File: src/rtl/jedro_1_decoder.sv
// jedro_1 decode stage: RV32I OP/OP-IMM/LUI/AUIPC into ALU op and operands.
// Ports: fetch in (instr/pc valid/ready), RF reads, registered ALU beat out.
module jedro_1_decoder #(
  parameter int DATA_WIDTH   = 32,
  parameter int ALU_OP_WIDTH = 4
) (
  input  logic                    clk_i,
  input  logic                    rstn_i,
  input  logic [31:0]             instr_i,
  input  logic [DATA_WIDTH-1:0]   pc_i,
  input  logic                    in_valid_i,
  output logic                    in_ready_o,
  output logic [4:0]              rf_addr_a_o,
  output logic [4:0]              rf_addr_b_o,
  input  logic [DATA_WIDTH-1:0]   rf_data_a_i,
  input  logic [DATA_WIDTH-1:0]   rf_data_b_i,
  output logic [ALU_OP_WIDTH-1:0] alu_op_sel_o,
  output logic [DATA_WIDTH-1:0]   opa_o,
  output logic [DATA_WIDTH-1:0]   opb_o,
  output logic [4:0]              rd_addr_o,
  output logic                    rd_we_o,
  output logic                    out_valid_o,
  input  logic                    out_ready_i,
  output logic                    illegal_o
);

  localparam logic [6:0] OPC_OP    = 7'b0110011;
  localparam logic [6:0] OPC_OPIMM = 7'b0010011;
  localparam logic [6:0] OPC_LUI   = 7'b0110111;
  localparam logic [6:0] OPC_AUIPC = 7'b0010111;

  localparam logic [6:0] F7_ZERO = 7'b0000000;
  localparam logic [6:0] F7_ALT  = 7'b0100000;

  localparam logic [3:0] ALU_ADD = 4'b0000;
  localparam logic [3:0] ALU_SLL = 4'b0001;
  localparam logic [3:0] ALU_SRL = 4'b0101;
  localparam logic [3:0] ALU_SRA = 4'b1101;

  typedef enum logic {
    RUN,
    TRAP
  } state_t;

  state_t state_q, state_d;

  logic [6:0] opc;
  logic [2:0] f3;
  logic [6:0] f7;
  logic [4:0] rd;
  logic       is_op, is_opi, is_lui, is_auipc;

  logic [DATA_WIDTH-1:0] rs1_d, rs2_d;
  logic [DATA_WIDTH-1:0] imm_i, imm_u, shamt;

  logic                  d_ill;
  logic [3:0]            d_op;
  logic [DATA_WIDTH-1:0] d_opa, d_opb;

  logic accept;

  assign opc = instr_i[6:0];
  assign f3  = instr_i[14:12];
  assign f7  = instr_i[31:25];
  assign rd  = instr_i[11:7];

  assign rf_addr_a_o = instr_i[19:15];
  assign rf_addr_b_o = instr_i[24:20];

  // x0 reads as zero whatever the register file returns
  assign rs1_d = (rf_addr_a_o == 5'd0) ? '0 : rf_data_a_i;
  assign rs2_d = (rf_addr_b_o == 5'd0) ? '0 : rf_data_b_i;

  assign imm_i = DATA_WIDTH'($signed(instr_i[31:20]));
  assign imm_u = DATA_WIDTH'({instr_i[31:12], 12'b0});
  assign shamt = DATA_WIDTH'(instr_i[24:20]);

  // full 7-bit match also enforces instr[1:0] == 2'b11
  assign is_op    = (opc == OPC_OP);
  assign is_opi   = (opc == OPC_OPIMM);
  assign is_lui   = (opc == OPC_LUI);
  assign is_auipc = (opc == OPC_AUIPC);

  always_comb begin
    d_ill = 1'b1;
    d_op  = ALU_ADD;
    d_opa = '0;
    d_opb = '0;
    unique case (1'b1)
      is_op: begin
        d_opa = rs1_d;
        d_opb = rs2_d;
        d_op  = {instr_i[30], f3};
        if (f7 == F7_ZERO)
          d_ill = 1'b0;
        else if (f7 == F7_ALT &&
                 (f3 == 3'b000 || f3 == 3'b101))
          d_ill = 1'b0;
      end
      is_opi: begin
        d_opa = rs1_d;
        if (f3 == 3'b001) begin
          d_op  = ALU_SLL;
          d_opb = shamt;
          d_ill = (f7 != F7_ZERO);
        end else if (f3 == 3'b101) begin
          d_opb = shamt;
          if (f7 == F7_ZERO) begin
            d_op  = ALU_SRL;
            d_ill = 1'b0;
          end else if (f7 == F7_ALT) begin
            d_op  = ALU_SRA;
            d_ill = 1'b0;
          end
        end else begin
          d_op  = {1'b0, f3};
          d_opb = imm_i;
          d_ill = 1'b0;
        end
      end
      is_lui: begin
        d_opb = imm_u;
        d_ill = 1'b0;
      end
      is_auipc: begin
        d_opa = pc_i;
        d_opb = imm_u;
        d_ill = 1'b0;
      end
      default: ;
    endcase
    // illegal beats carry a neutral ADD 0,0
    if (d_ill) begin
      d_op  = ALU_ADD;
      d_opa = '0;
      d_opb = '0;
    end
  end

  assign in_ready_o = (state_q == RUN) &&
                      (!out_valid_o || out_ready_i);
  assign accept     = in_valid_i && in_ready_o;

  always_comb begin
    state_d = state_q;
    if (state_q == RUN && accept && d_ill)
      state_d = TRAP;
  end

  always_ff @(posedge clk_i or negedge rstn_i) begin
    if (!rstn_i)
      state_q <= RUN;
    else
      state_q <= state_d;
  end

  always_ff @(posedge clk_i or negedge rstn_i) begin
    if (!rstn_i) begin
      alu_op_sel_o <= '0;
      opa_o        <= '0;
      opb_o        <= '0;
      rd_addr_o    <= '0;
      rd_we_o      <= 1'b0;
      out_valid_o  <= 1'b0;
      illegal_o    <= 1'b0;
    end else if (accept) begin
      alu_op_sel_o <= ALU_OP_WIDTH'(d_op);
      opa_o        <= d_opa;
      opb_o        <= d_opb;
      rd_addr_o    <= rd;
      rd_we_o      <= !d_ill && (rd != 5'd0);
      out_valid_o  <= 1'b1;
      illegal_o    <= d_ill;
    end else if (out_ready_i) begin
      // illegal_o is left set: it is the sticky trap flag
      out_valid_o  <= 1'b0;
    end
  end

endmodule

File: config.mk
export PLATFORM = sky130hd
export DESIGN_NAME = jedro_1_decoder
export DESIGN_NICKNAME = d
export VERILOG_FILES = /design/src/rtl/jedro_1_decoder.sv
export SDC_FILE = /design/constraint.sdc
export NUM_CORES = 1
export LEC_CHECK = 0
export BUFFER_PORTS_ARGS = -buffer_cell sky130_fd_sc_hd__buf_2
export CELL_PAD_IN_SITES_DETAIL_PLACEMENT = 0
export CELL_PAD_IN_SITES_GLOBAL_PLACEMENT = 1
export CORE_MARGIN = 2
export CORE_UTILIZATION = 31
export DETAILED_ROUTE_END_ITERATION = 12
export GPL_TIMING_DRIVEN = 0
export PLACE_DENSITY = 0.82
export REMOVE_ABC_BUFFERS = 1
export SYNTH_ARGS = -nofsm -noshare
export SYNTH_HDL_FRONTEND = slang
export SYNTH_SLANG_ARGS = --single-unit
File: constraint.sdc
create_clock -name clk_i -period 2.06 [get_ports clk_i]
set_clock_uncertainty 0.15 [all_clocks]
set_input_delay 0.618 -clock clk_i [delete_from_list [all_inputs] [get_ports clk_i]]
set_output_delay 0.618 -clock clk_i [all_outputs]
set_load 0.01 [all_outputs]
==> qor.yml, run 1 <==
hold_ws_ns: 0.0981
combPwrFrac_pct: 13.0
syn_area_um2: 3800
synthXorXnorAreaFrac_pct: 0.230
grt_antenna_before_repair: 0
route.detailed.drc: 0
cp.arrival_ns: 2.07
synthMuxAreaShare_pct: 0
diodes: 0
post-route-period-util_pct: 98.0
fillCellCount: 1153
cp-end-kind: "flip-flop"
timing.fmax_mhz: 496
grt_pass1_vias: 3756
stdcell_count: 770
switching_share_pct: 23.5
syn2layout_area_growth_pct: 48.2
drt-initial-drc-count: 183
clockRootBuffer: "clkbuf_16"
preCtsSetupSlack_ns: -0.765
worst_pin_slew_ns: 0.494
startpoint_type: "input pin"
worst_slack_ns: 0.0421
hold_path_class: "input pin to asynchronous set/reset pin"
final_cell_mix: "217 x buf_2, 86 x nand2_1, 77 x dfrtp_1"
ys_seq_area_share_pct: 50.6
ios: 219
worstSetupStartpoint: "instr_i[5]"
synth_cell_types: 39
routed_wl_mm: 12.2
io_buffers: 218
routedWlPerCell_um: 15.8
crit_required_ns: 2.11
p_leak_nw: 2.97
synthAdderAreaFrac_pct: 0
gp_congestion: 0.849
status: "completed"
layout-drive-gt1-share_pct: 45.7
critPathMaxFanout: 22
h-tree-depth: 3
dieHeight_um: 115
grt_usage_pct: 18.1
period_needed_ns: 2.02
ff_latch_area_um2: 1930
clock_path_buffers: 2
path_clk_slew_ns: 0.06
cts-hold-fix-buffers: 0
multi_input_area_um2: 1780
async_flop_share_pct: 100
maxSlewViolCount: 0
dp_hpwl_mm: 9.04
grt_max_degree: 51
ys.warnings.count: 0
finalPower_mw: 3.93
final-setup-viol-count: 0
row_count: 40
dr.pass1.iters: 4
synth_largest_area_cell: "dfrtp_1"
cap_violations: 0
synth_flop_cell: "dfrtp_1"
p_int_mw: 3.01
r2r_setup_slack_ns: 0.13
core_area_um2: 12000
rsz0062_at_grt: "true"
cts.sinks: 77
p_seq_share_pct: 40.8
clock_latency_ns: 0.33
yosys.area.top_type_share_pct: 50.6
die_w_um: 115
synth_edf_count: 0
synth-seq-cells: 77
hold_violations: 0
clkPwrFrac_pct: 46.2
vias_per_cell: 5.11
start_util_pct: 31.7
antenna_left: 0
grt_pass1_wl_mm: 18.9
powerDensity_nw_per_um2: 697
met1_length_mm: 5.28
reg2reg_to: "opb_o[16]"
numCtsBuffers: 9
fp.dieArea_um2: 13200
synth_top_family_by_area: "compound AO/OA/AOI/OAI gates"
slew-limit-headroom_pct: 67.1
r2r_cells: 6
cts_tree: "done"
final_core_util_pct: 47.0
irDropWorstVdd_mv: 0.284
yosys.area_share.simple_pct: 12.8
vias: 3935
met2_wirelength_mm: 6.04
synth-compound-area-share_pct: 30.0
routed.top_layer: "met4"
timing.rr.start: "out_valid_o"
dp_cells: 739
p_sw_uw: 926
critPathKind: "input pin to flip-flop"
synth_area_leaders: "dfrtp_1 51%, a22oi_1 8.7%, nand2_1 8.6%, o21ai_0 6.8%, a21o_1 4.1%"
nets: 750
syn_avg_cell_area_um2: 9.42
layout_commonest_cell: "buf_2"
synthCells: 404
dr_wl_met3_um: 695
grt.overflow.total: 0
## Yosys cell counts (2+ instances only)
library cell	number
buf_4	10
nor4b_1	2
nand2_1	87
o31ai_1	6
clkbuf_1	26
a21oi_1	5
nor2_1	6
o31ai_2	5
and2_1	2
buf_6	2
a31oi_1	21
a21o_1	21
a22oi_1	44
nor3_1	5
o31ai_4	2
nand2b_1	3
nor2b_1	2
dfrtp_1	77
o21ai_0	52
o21ai_1	4
buf_2	4
## layer usage
layer / GRT usage (%) / up-vias
met1: 22.9 / 1898
li1: - / 1885
met4: 7.07 / 0
met2: 29.7 / 138
met5: 0 / -
met3: 4.59 / 14
## timing repair
| action | 4_1_cts | 5_1_grt |
|---|---|---|
| pin swaps | 0 | 3 |
| setup endpoints to repair | 69 | 66 |
| cloned | 0 | 1 |
| setup buffers | 3 | 11 |
| endpoints found under the hold margin | 0 | 0 |
| resized for setup | 10 | 31 |
## registers in the layout (all words and copies together) (netlist names)
signal and cells:
state_q 1, rd_addr_o 5, illegal_o 1, out_valid_o 1
opa_o 32, alu_op_sel_o 4, rd_we_o 1, opb_o 32
## power groups by stage
stage,Combinational (mW),Clock (mW),Sequential (mW)
2_1_floorplan,0.139,0,1.66
3_3_place_gp,0.457,0,1.63
3_5_place_dp,0.489,0,1.63
4_1_cts,0.499,1.86,1.60
5_1_grt,0.567,1.93,1.61
6_report,0.513,1.82,1.60
## through the flow
step	instance area, um^2	setup TNS (ns)
2_1_floorplan	3570	-107.64
3_3_place_gp	4840	-228.51
3_5_place_dp	5060	-43.12
4_1_cts	5470	0
5_1_grt	5640	-0.0677
6_report	5640	0
## cell type report
cell class                      count  area share [%]
Clock buffer                       12            4.37
Clock inverter                      4            1.69
Inverter                            2           0.133
Multi-Input combinational cell    283            31.5
Sequential cell                    77            34.2
Tap cell                          147            3.26
Timing Repair Buffer              245            24.9
## critical path, cell delays in order
cell and delay (ns):
buf_2 0.14, or3b_4 0.42, a311oi_1 0.26, nor3_1 0.10, nand3b_1 0.09, buf_4 0.16
buf_12 0.16, o21ai_0 0.11
## worst max path at each step
stage,cells past startpoint,end,slack [ns]
floorplan,4,opa_o[0],-1.97
global placement,5,opa_o[14],-3.70
global route,8,opa_o[9],-0.01
CTS,6,opb_o[16],0.009
finish,8,opb_o[16],0.04
detailed placement,5,opb_o[2],-0.77
## cells by family (layout without fill, tap and decap cells)
kind of cell	after synthesis	in the layout
AND/OR/NAND/NOR	113	114
XOR/XNOR	1	1
AO/OA/AOI/OAI	168	168
buffers and inverters	45	263
flip-flops	77	77
Note: power is estimated with default switching activity, not from simulation.
==> inputs of run 2 (changes only) <==
--- a/config.mk
+++ b/config.mk
@@ -17,3 +17,4 @@
 export SYNTH_ARGS = -nofsm -noshare
 export SYNTH_HDL_FRONTEND = slang
 export SYNTH_SLANG_ARGS = --single-unit
+export TNS_END_PERCENT = 30
==> constraint.sdc (replaced) <==
create_clock -name clk_i -period 2.18 [get_ports clk_i]
set_clock_uncertainty 0.15 [all_clocks]
set_input_delay 0.654 -clock clk_i [delete_from_list [all_inputs] [get_ports clk_i]]
set_output_delay 0.654 -clock clk_i [all_outputs]
set_load 0.01 [all_outputs]
==> run 2 against run 1 <==
Against the previous run:
- sequential power is 5% lower
- setup slack better by 0.034 ns
- highest routed layer unchanged
- count of clock-buffer cells in the layout did not move
- register-to-register slack gained 0.12 ns
- die area unchanged
- largest cell class unchanged
- power fell by 5.8%
- final area down 1.7%
- largest power group unchanged
- non-clock buffer count is 5 lower
- flip-flop and latch count is the same
==> qor.yml, run 2 (synthesis results as in run 1) <==
post-route-period-util_pct: 96.5
r2r_cells: 6  # unchanged
grt_antenna_before_repair: 0  # unchanged
maxSlewViolCount: 0  # unchanged
status: "completed"
reg2reg_to: "opa_o[24]"
cts_tree: "done"
r2r_setup_slack_ns: 0.25  # +0.12 ns
die_w_um: 115  # unchanged
gp_congestion: 0.849  # unchanged
fp.dieArea_um2: 13200  # unchanged
routedWlPerCell_um: 15.7  # -1.1%
cts.sinks: 77  # unchanged
ff_latch_area_um2: 1930  # unchanged
final-setup-viol-count: 0  # unchanged
rsz0062_at_grt: "false"
fin_tns_setup_ns: 0  # unchanged
layout-drive-gt1-share_pct: 44.9  # -0.85 points
syn2layout_area_growth_pct: 45.7
vias: 3912  # -0.58%
startpoint_type: "input pin"
io_buffers: 218  # unchanged
dr.pass1.iters: 4  # unchanged
timing.fmax_mhz: 475
stdcell_count: 764  # -0.78%
irDropWorstVdd_mv: 0.262  # -7.7%
grt.overflow.total: 0  # unchanged
start_util_pct: 31.7  # unchanged
drt-initial-drc-count: 208  # +14%
cp-end-kind: "flip-flop"
cts-hold-fix-buffers: 0  # unchanged
layout_commonest_cell: "buf_2"
powerDensity_nw_per_um2: 668  # -4.2%
clock_path_buffers: 2  # unchanged
dieHeight_um: 115  # unchanged
grt_pass1_vias: 3755  # -0.027%
diodes: 0  # unchanged
final_core_util_pct: 46.2  # -0.79 points
grt_max_degree: 51  # unchanged
numCtsBuffers: 9  # unchanged
dp_cells: 739  # unchanged
worstSetupStartpoint: "instr_i[25]"
finalPower_mw: 3.71  # -5.8%
multi_input_area_um2: 1730  # -2.5%
slew-limit-headroom_pct: 59.5  # -7.6 points
placed_cell_area_um2: 5060  # unchanged
routed_wl_mm: 12.0  # -1.9%
cap_violations: 0  # unchanged
timing.rr.start: "out_valid_o"
period_needed_ns: 2.10
antenna_left: 0  # unchanged
critPathMaxFanout: 16  # -27%
grt_pass1_wl_mm: 18.9  # -0.11%
vias_per_cell: 5.12  # +0.20%
cp.arrival_ns: 2.19  # +0.12 ns
hold_violations: 0  # unchanged
ios: 219  # unchanged
grt_usage_pct: 18.0  # about the same
clockRootBuffer: "clkbuf_16"
worst_pin_slew_ns: 0.605  # +0.111 ns
dp_hpwl_mm: 9.04  # unchanged
h-tree-depth: 3  # unchanged
reg_top3: "opa_o x32, opb_o x32, rd_addr_o x5"
hold_path_class: "input pin to asynchronous set/reset pin"
fin_area_um2: 5550  # -1.7%
p_leak_nw: 2.93  # -1.4%
critPathKind: "input pin to flip-flop"
final_cell_mix: "217 x buf_2, 86 x nand2_1, 77 x dfrtp_1"
clock_latency_ns: 0.33  # about the same
path_clk_slew_ns: 0.06  # about the same
nets: 744  # -0.80%
core_area_um2: 12000  # unchanged
crit_required_ns: 2.26  # +0.15 ns
endpoint: "opb_o[1]"
route.detailed.drc: 0  # unchanged
row_count: 40  # unchanged
fillCellCount: 1165  # +1.0%
-- run 2: per-stage QoR --
| stage | setup slack (ns) | hold WS (ns) |
|---|---|---|
| global route | 0.00250 | 0.152 |
| CTS | 0.00378 | 0.137 |
| finish | 0.0761 | 0.134 |
| global placement | -3.62 | 0.307 |
| detailed placement | -0.681 | 0.315 |
| floorplan | -1.89 | 0.208 |
-- run 2: area by class of cell --
class,count,area share [%]
Clock buffer,12,4.44
Multi-Input combinational cell,282,31.2
Clock inverter,4,1.71
Timing Repair Buffer,240,24.4
Sequential cell,77,34.7
Inverter,2,0.135
Tap cell,147,3.32
-- run 2: worst max-delay path: stages --
cell	delay (ns)
buf_2	0.13
nor4_4	0.32
and2_4	0.24
a21oi_2	0.05
or3_4	0.50
o31ai_1	0.28
-- run 2: power breakdown --
part | total, mW | internal (mW) | leakage [nW] | switching, mW
registers | 1.52 | 1.49 | 1.06 | 0.0301
clock network | 1.71 | 1.15 | 0.167 | 0.566
logic | 0.476 | 0.205 | 1.70 | 0.271
total | 3.71 | 2.84 | 2.93 | 0.867
-- run 2: how the worst min path moves through the flow --
stage | endpoint | slack, ns | depth (start not counted)
floorplan | alu_op_sel_o[0] | 0.21 | 0
global placement | opa_o[3] | 0.31 | 2
detailed placement | rd_addr_o[1] | 0.32 | 2
CTS | opb_o[18] | 0.14 | 1
global route | opa_o[8] | 0.15 | 1
finish | opa_o[8] | 0.13 | 1
-- run 2: repair_timing --
item	in CTS	in global routing
resized for setup	7	8
hold endpoints to repair	0	0
setup endpoints to repair	68	66
setup buffers	3	6
-- run 2: layer usage --
layer	global-route usage [%]	wire length, um	vias up
li1	-	-	1868
met1	22.9	5070	1874
met4	7.07	200	0
met5	0	0	-
met3	4.59	847	14
met2	29.7	5850	156
==> inputs of run 3 (changes only) <==
--- a/config.mk
+++ b/config.mk
@@ -10,6 +10,7 @@
 export CELL_PAD_IN_SITES_GLOBAL_PLACEMENT = 1
 export CORE_MARGIN = 2
 export CORE_UTILIZATION = 31
+export CTS_BUF_LIST = sky130_fd_sc_hd__clkbuf_16
 export DETAILED_ROUTE_END_ITERATION = 12
 export GPL_TIMING_DRIVEN = 0
 export PLACE_DENSITY = 0.82
==> run 3 against run 2 <==
Against the previous run:
- clock power fell by 2%
- fmax grew 0.44%
- utilization down 0.083 points
- sequential share of layout area rose by 0.063 points
- largest power group unchanged
- via count increased by 0.33%
- final area fell by 0.18%
- sequential power about the same
- global-route usage about the same
- critical path depth unchanged
- power down 1.2%
- cell count unchanged
==> qor.yml, run 3 (synthesis results as in run 1) <==
status: "completed"
critPathMaxFanout: 16  # unchanged
cp_slowest_stage_delay_ns: 0.50  # about the same
worst_slack_ns: 0.0853  # +0.00922 ns
nets: 744  # unchanged
path_clk_slew_ns: 0.06  # about the same
route.detailed.drc: 0  # unchanged
startpoint_type: "input pin"
grt.overflow.total: 0  # unchanged
rsz0062_at_grt: "false"
grt_max_degree: 51  # unchanged
reg_top3: "opa_o x32, opb_o x32, rd_addr_o x5"
vias: 3925  # +0.33%
hold_ws_ns: 0.134  # +0.0000380 ns
clock_path_buffers: 2  # unchanged
slew-limit-headroom_pct: 59.5  # unchanged
diodes: 0  # unchanged
cp_top_family: "simple AND/OR/NAND/NOR gates"
path_buf_inv: 1  # unchanged
reg2reg_to: "opa_o[24]"
preCtsSetupSlack_ns: -0.681  # unchanged
routed_wl_mm: 12.0  # about the same
hold_path_class: "input pin to asynchronous set/reset pin"
ff_latch_area_um2: 1930  # unchanged
r2r_cells: 6  # unchanged
hold_violations: 0  # unchanged
clockRootBuffer: "clkbuf_16"
h-tree-depth: 3  # unchanged
irDropWorstVdd_mv: 0.260  # -0.94%
powerDensity_nw_per_um2: 662  # -1.0%
clock_latency_ns: 0.33  # about the same
fin_tns_setup_ns: 0  # unchanged
post-route-period-util_pct: 96.1  # -0.42 points
drt-initial-drc-count: 201  # -3.4%
p_leak_nw: 2.93  # about the same
r2r_setup_slack_ns: 0.25  # about the same
fp.dieArea_um2: 13200  # unchanged
syn2layout_area_growth_pct: 45.5
row_count: 40  # unchanged
slowest_stage: "or3_4"
antenna_left: 0  # unchanged
worstPathCellList: "buf_2 > nor4_4 > and2_4 > a21oi_2 > or3_4 > o31ai_1"
period_needed_ns: 2.09  # -0.00922 ns
dp_hpwl_mm: 9.04  # unchanged
routedWlPerCell_um: 15.7  # about the same
gp_congestion: 0.849  # unchanged
layout-drive-gt1-share_pct: 44.7  # -0.16 points
grt_pass1_vias: 3755  # unchanged
dieHeight_um: 115  # unchanged
cp.arrival_ns: 2.18  # about the same
vias_per_cell: 5.14  # +0.33%
final_cell_mix: "217 x buf_2, 86 x nand2_1, 77 x dfrtp_1"
critPathKind: "input pin to flip-flop"
io_buffers: 218  # unchanged
cp-end-kind: "flip-flop"
core_area_um2: 12000  # unchanged
timing.fmax_mhz: 477  # +0.44%
crit_required_ns: 2.27  # about the same
dr.pass1.iters: 4  # unchanged
fillCellCount: 1167  # +0.17%
die_w_um: 115  # unchanged
final-setup-viol-count: 0  # unchanged
maxSlewViolCount: 0  # unchanged
cap_violations: 0  # unchanged
start_util_pct: 31.7  # unchanged
cts.sinks: 77  # unchanged
layout_commonest_cell: "buf_2"
numCtsBuffers: 9  # unchanged
timing.rr.start: "out_valid_o"
cts_tree: "done"
ios: 219  # unchanged
worst_pin_slew_ns: 0.605  # unchanged
grt_pass1_wl_mm: 18.9  # about the same
grt_usage_pct: 18.1  # about the same
multi_input_area_um2: 1730  # unchanged
grt_antenna_before_repair: 0  # unchanged
-- run 3: cell types whose count changed in the layout (fill, tap and decap cells not counted) --
cell	delta
clkinv_1	+1
clkbuf_8	-1
inv_1	+2
clkbuf_1	-2
-- run 3: area by class of cell --
class | count | share of cell area (%)
clock inverter | 7 | 1.92
timing repair buffer | 240 | 24.5
inverter | 2 | 0.136
clock buffer | 9 | 4.07
tap | 147 | 3.32
sequential | 77 | 34.8
multi-input combinational | 282 | 31.3
-- run 3: metal layers --
layer  share of wire, %  track usage [%]
met2                 49             29.7
met3                7.2             4.59
met4                1.7             7.07
met1                 42             22.9
met5                  0                0
-- run 3: worst max path at each step --
| stage | startpoint | endpoint | slack (ns) | cells past startpoint |
|---|---|---|---|---|
| 3_5_place_dp | instr_i[6] | opb_o[2] | -0.68 | 5 |
| 3_3_place_gp | instr_i[6] | opa_o[14] | -3.62 | 5 |
| 5_1_grt | instr_i[25] | opb_o[22] | 0.003 | 8 |
| 2_1_floorplan | instr_i[6] | opa_o[0] | -1.89 | 4 |
| 6_report | instr_i[25] | opb_o[1] | 0.09 | 6 |
| 4_1_cts | instr_i[25] | opb_o[2] | 0.004 | 6 |
-- run 3: timing repair --
action / 4_1_cts / 5_1_grt
hold buffers: 0 / 0
setup buffers: 3 / 6
resized for setup: 7 / 8
gates cloned: 0 / 0
endpoints found under the setup margin: 68 / 66
-- run 3: where the power goes --
part | switching, mW | internal (mW) | total (mW)
sequential | 0.0301 | 1.49 | 1.52
clock | 0.566 | 1.10 | 1.67
combinational | 0.271 | 0.205 | 0.476
total | 0.867 | 2.79 | 3.66
-- run 3: worst reg2reg max path: cells and delay by family, from the launching register on --
family	cells	cell delay, ns
DFF	1	0.40
buffers and inverters	2	0.34
and+or+nand+nor	2	0.46
AOI/OAI and AO/OA	2	0.50
-- run 3: stage by stage --
step           power [mW]  area, um^2  instances  utilization (%)
6_report             3.66        5540        764             46.1
5_1_grt              3.83        5540        764             46.1
4_1_cts              3.70        5450        758             45.4
3_5_place_dp         2.00        5060        739             42.1
3_3_place_gp         1.97        4840        726             40.3
2_1_floorplan        1.70        3570        361                -
